==> src/rtl/pc_pkg.sv <==
// pc_pkg: shared widths, label limit, stack depth and enums for the PC sequencer
package pc_pkg;
  localparam int PC_W        = 12;
  localparam int LABEL_W     = 8;
  localparam int NUM_LABELS  = 44;
  localparam int STACK_DEPTH = 4;
  typedef enum logic [1:0] {IDLE, RUN, DONE} seq_state_e;
  typedef enum logic [1:0] {ERR_NONE, ERR_LABEL, ERR_OVERRUN, ERR_STACK} err_e;
endpackage

==> src/rtl/ret_stack.sv <==
// ret_stack: LIFO of return addresses with push/pop, clear and full/empty flags
module ret_stack #(
  parameter int DEPTH = 4,
  parameter int W     = 12
) (
  input  logic         clk,
  input  logic         rst,
  input  logic         clr,
  input  logic         push,
  input  logic         pop,
  input  logic [W-1:0] din,
  output logic [W-1:0] dout,
  output logic         full,
  output logic         empty
);
  localparam int AW = $clog2(DEPTH + 1);
  localparam int IW = $clog2(DEPTH);
  logic [W-1:0]  mem [DEPTH];
  logic [AW-1:0] ptr;
  assign full  = ptr == AW'(DEPTH);
  assign empty = ptr == '0;
  assign dout  = mem[IW'(ptr - 1'b1)];
  always_ff @(posedge clk) begin
    if (rst || clr) ptr <= '0;
    else if (push && !full) begin
      mem[IW'(ptr)] <= din;
      ptr <= ptr + 1'b1;
    end else if (pop && !empty) ptr <= ptr - 1'b1;
  end
endmodule

==> src/rtl/pc_sequencer.sv <==
// pc_sequencer: fetch PC and start/done handshake; call/return stack enabled by PC_CALL_STACK_EN
module pc_sequencer
  import pc_pkg::*;
(
  input  logic               clk,
  input  logic               reset,
  input  logic               start,
  input  logic               stall,
  input  logic               halt,
  input  logic               branch,
  input  logic               taken,
  input  logic               call,
  input  logic               ret,
  input  logic [LABEL_W-1:0] label,
  output logic [LABEL_W-1:0] lut_label,
  input  logic [PC_W-1:0]    lut_target,
  output logic [PC_W-1:0]    pc,
  output logic               done,
  output logic [1:0]         err
);
  seq_state_e state, state_n;
  err_e err_q, err_n;
  logic [PC_W-1:0] pc_n;
  logic label_ok, jump;
  assign lut_label = label;
  assign err       = err_q;
  assign label_ok  = label < LABEL_W'(NUM_LABELS);
  // ret outranks call, so a simultaneous ret suppresses the jump
  assign jump      = !ret && (call || (branch && taken));
`ifdef PC_CALL_STACK_EN
  logic push, pop, clr, full, empty;
  logic [PC_W-1:0] top;
  assign clr = start && state != RUN;
  ret_stack #(.DEPTH(STACK_DEPTH), .W(PC_W)) u_stack (
    .clk(clk), .rst(reset), .clr(clr), .push(push), .pop(pop),
    .din(pc + 1'b1), .dout(top), .full(full), .empty(empty)
  );
`endif
  always_comb begin
    state_n = state;
    pc_n    = pc;
    err_n   = err_q;
`ifdef PC_CALL_STACK_EN
    push    = 1'b0;
    pop     = 1'b0;
`endif
    case (state)
      IDLE: begin
        pc_n    = '0;
        state_n = start ? RUN : IDLE;
      end
      RUN: begin
        if (stall) state_n = RUN;
        else if (halt) state_n = DONE;
`ifdef PC_CALL_STACK_EN
        else if (ret) begin
          state_n = empty ? DONE : RUN;
          err_n   = empty ? ERR_STACK : err_q;
          pc_n    = empty ? pc : top;
          pop     = !empty;
        end
`endif
        else if (jump) begin
          if (!label_ok) begin
            state_n = DONE;
            err_n   = ERR_LABEL;
          end
`ifdef PC_CALL_STACK_EN
          else if (call && full) begin
            state_n = DONE;
            err_n   = ERR_STACK;
          end
`endif
          else begin
            pc_n = lut_target;
`ifdef PC_CALL_STACK_EN
            push = call;
`endif
          end
        end else if (pc == '1) begin
          state_n = DONE;
          err_n   = ERR_OVERRUN;
        end else pc_n = pc + 1'b1;
      end
      DONE: begin
        state_n = start ? RUN : DONE;
        pc_n    = start ? '0 : pc;
        err_n   = start ? ERR_NONE : err_q;
      end
      default: state_n = IDLE;
    endcase
  end
  always_ff @(posedge clk) begin
    if (reset) begin
      state <= IDLE;
      pc    <= '0;
      err_q <= ERR_NONE;
      done  <= 1'b0;
    end else begin
      state <= state_n;
      pc    <= pc_n;
      err_q <= err_n;
      done  <= state_n == DONE;
    end
  end
endmodule

==> config.mk <==
export PLATFORM = sky130hd
export DESIGN_NAME = pc_sequencer
export DESIGN_NICKNAME = d
export VERILOG_FILES = /design/src/rtl/pc_pkg.sv /design/src/rtl/ret_stack.sv /design/src/rtl/pc_sequencer.sv
export SDC_FILE = /design/constraint.sdc
export NUM_CORES = 1
export LEC_CHECK = 0
export ABC_AREA = 1
export BUFFER_PORTS_ARGS = -buffer_cell sky130_fd_sc_hd__buf_2
export CAP_MARGIN = 15
export CORE_MARGIN = 4
export CORE_UTILIZATION = 35
export CTS_CLUSTER_DIAMETER = 200
export DETAILED_ROUTE_END_ITERATION = 10
export PLACE_DENSITY_LB_ADDON = 0.05
export SYNTH_ARGS = -nofsm -noshare
export SYNTH_HDL_FRONTEND = slang
export SYNTH_SLANG_ARGS = --single-unit
==> constraint.sdc <==
create_clock -name clk -period 2.52 [get_ports clk]
set_clock_uncertainty 0.15 [all_clocks]
set_input_delay 0.126 -clock clk [delete_from_list [all_inputs] [get_ports clk]]
set_output_delay 0.126 -clock clk [all_outputs]
set_load 0.02 [all_outputs]
==> qor.csv <==
stage,metric,value,unit
placement,Post-DP Area,0.00151,mm2
logic_synthesis,synth warn,0,
routing,top layer in use,met4,
routing,Initial DRC Count,47,
sta,period utilisation layout,0.833,
clock_tree,Max Buffers Root-to-Sink,2,
routing,1st-pass router iterations,4,
cells_and_area,# fillers,409,
global_routing,vias in the first global route,1241,
cells_and_area,ant diodes,0,
clock_tree,worst-skew pair later-pin latency,0.25,ns
global_routing,first-pass GRT wire length,5500,um
cells_and_area,ratio of cells with drive above 1 in the final layout,0.286,
power,Power per Cell Area,485,mW/mm2
cells_and_area,synth-to-layout area growth,21.5,%
sta,fmax,477,MHz
setup_path,worst reg2reg path depth,11,
sta,endpoints failing setup,0,
logic_synthesis,Syn Area/Cell,6.14,um2
floorplan,Die H,68.9,um
logic_synthesis,sequential share of the synthesized area,0.263,
logic_synthesis,synthesized flop and latch total,17,
cells_and_area,final core occ,0.458,
min_path,Hold Crit Class,primary input to flop,
routing,met1 WL,1570,um
cells_and_area,area of the multi-input gates,771,um2
logic_synthesis,ys async rst share,0,
setup_path,CP Class,flop to flop,
logic_synthesis,number of flops mapped to enable cells by yosys,0,
clock_tree,Clock Sinks,17,
global_routing,largest net degree at the start of global routing,18,
logic_synthesis,synthesized net count,241,
setup_path,CP Capture Type,flop,
floorplan,core area,0.00344,mm2
placement,routability cong.,0.851,
placement,HPWL Detailed,2600,um
floorplan,die footprint,0.00474,mm2
run_status,status,"finished, final reports clean",
clock_tree,Root Driver,clkbuf_8,
global_routing,initial antenna violation count,0,
routing,drt drc,0,
clock_tree,CTS tree,built,
placement,IO buf count,47,
sta,unrepaired setup endpoints after global routing,false,
power,peak supply drop,0.192,mV
cells_and_area,register area,340,um2
floorplan,row count,21,
global_routing,GRT Total Usage,0.155,
setup_path,"Largest stage delay, worst path",0.55,ns
clock_tree,CTS buffer count,3,
setup_path,arrival time of the worst setup path,2.09,ns
logic_synthesis,Yosys cell types,26,
logic_synthesis,Mapped Area,0.00130,mm2
clock_tree,H-tree levels,1,
sta,post-route minimum period,2.10,ns
sta,setup TNS,0,ns
routing,Via-to-Cell Ratio,4.56,
routing,WL/cell,11.3,um
job,max cap viols,0,
setup_path,Critical-path top delay cell,dlygate4sd3_1,
logic_synthesis,Gate Count Post-Synth,211,
clock_tree,postcts setup bufs,0,
routing,DR vias,1359,
cells_and_area,"commonest non-fill, non-tap cell in the layout",nand2_1,
cells_and_area,final instance area,0.00158,mm2
floorplan,Starting Density,0.377,
floorplan,num ports,52,
power,Leak,0.873,nW
cells_and_area,most frequent cells in the layout,"53 x nand2_1, 47 x buf_2, 34 x nor2_1",
routing,final WL,3370,um
min_path,Hold Path Depth,3,
logic_synthesis,"Primary FF master, synth",dfxtp_1,
cells_and_area,fin nets,283,
setup_path,Worst setup SP type,flop,
routing,metal3 WL,133,um
sta,Slew @ Worst Pin,0.550,ns
floorplan,Die X,68.9,um
setup_path,crit-path cells,"ha_1, nand2_1, nor2_2, nand3_2, nand2_2, nand2_2, nand2_1, nand2_1, nand2_1, a21oi_1, dlygate4sd3_1",
sta,Final Hold Fails,0,
placement,DP Cell Count,292,
cells_and_area,Final Non-Filler Cells,298,
routing,metal2 WL,1620,um
global_routing,GRT overflow,0,
sta,relative max-transition margin,0.633,
setup_path,"critical path fanouts, max",5,
clock_tree,"Reg clk slew, reported paths",0.07,ns
setup_path,worst path required time,2.51,ns
setup_path,CP most frequent cell,nand2_1,
sta,Max Slew Vio Count,0,
routing,antenna-violating nets left,0,
-- sequential cells by signal, summed over array words and instances (netlist names) --
signal  cells
state       2
err         2
pc         12
done        1
-- per-stage QoR --
step           setup slack, ns  hold WS, ns  total power, mW
5_1_grt                  0.263        0.102            0.819
6_report                 0.422       0.0912            0.763
2_1_floorplan            0.716       0.0451            0.497
3_3_place_gp             0.617        0.102            0.563
3_5_place_dp             0.628        0.102            0.560
4_1_cts                  0.408       0.0863            0.774
-- area by class of cell --
type | count | area share
clock buffer | 3 | 0.0262
inverter | 22 | 0.0524
clock inverter | 1 | 0.00318
timing repair buffer | 52 | 0.176
sequential | 17 | 0.216
tap | 46 | 0.0365
multi-input combinational | 157 | 0.489
-- cell families after synthesis --
kind of cell,Yosys count,synth area share
adders and majority gates,1,0.00965
DFF,17,0.263
xor gates and xnor gates,4,0.0270
AOI/OAI and AO/OA,34,0.153
and+or+nand+nor,118,0.404
buffers and inverters,37,0.143
-- synthesized netlist by cell type, types with 2 or more instances --
master    number  share of area
nand3_2        4          0.031
dfxtp_1       17           0.26
nand3_1       15          0.058
o21bai_1       4          0.023
nor2_1        34          0.098
buf_4          9          0.052
a21oi_1       13          0.050
inv_2          4          0.012
xor2_1         3          0.020
o21ai_0       10          0.039
o211ai_1       3          0.017
nand2_1       53           0.15
nand3b_1       2          0.012
inv_1         18          0.052
nor2_2         3          0.014
buf_2          4          0.015
o21a_1         2          0.012
nand2_2        5          0.024
-- routing by layer --
metal,up-vias,global-route usage
met3,6,0.0259
met5,-,0
met2,23,0.265
li1,746,-
met1,584,0.195
met4,0,0.0535
-- power by group --
part | switching (mW) | internal, mW
Sequential | 0.0299 | 0.292
Combinational | 0.140 | 0.0929
Clock | 0.0986 | 0.110
-- path summary, 6_finish.rpt --
| path | from | end | slack [ns] |
|---|---|---|---|
| setup / recovery | pc[0] | state[0] | 0.42 |
| hold reg to reg | err[1] | err[1] | 0.34 |
| setup reg to reg | pc[0] | state[0] | 0.42 |
| hold / removal | start | state[1] | 0.09 |
-- worst max-delay path, delay by kind of cell (launching register included) --
kind                       cells  cell delay, ns
DFF                            1            0.40
buffers and inverters          1            0.55
AOI/OAI and AO/OA              1            0.05
adders and majority gates      1            0.21
and+or+nand+nor                8            0.64
-- what timing repair did --
action                    CTS  global route
hold buffers                2             0
hold endpoints to repair    1             0
gates resized for setup     0             0
No activity file was read; power rests on OpenSTA's default activity.
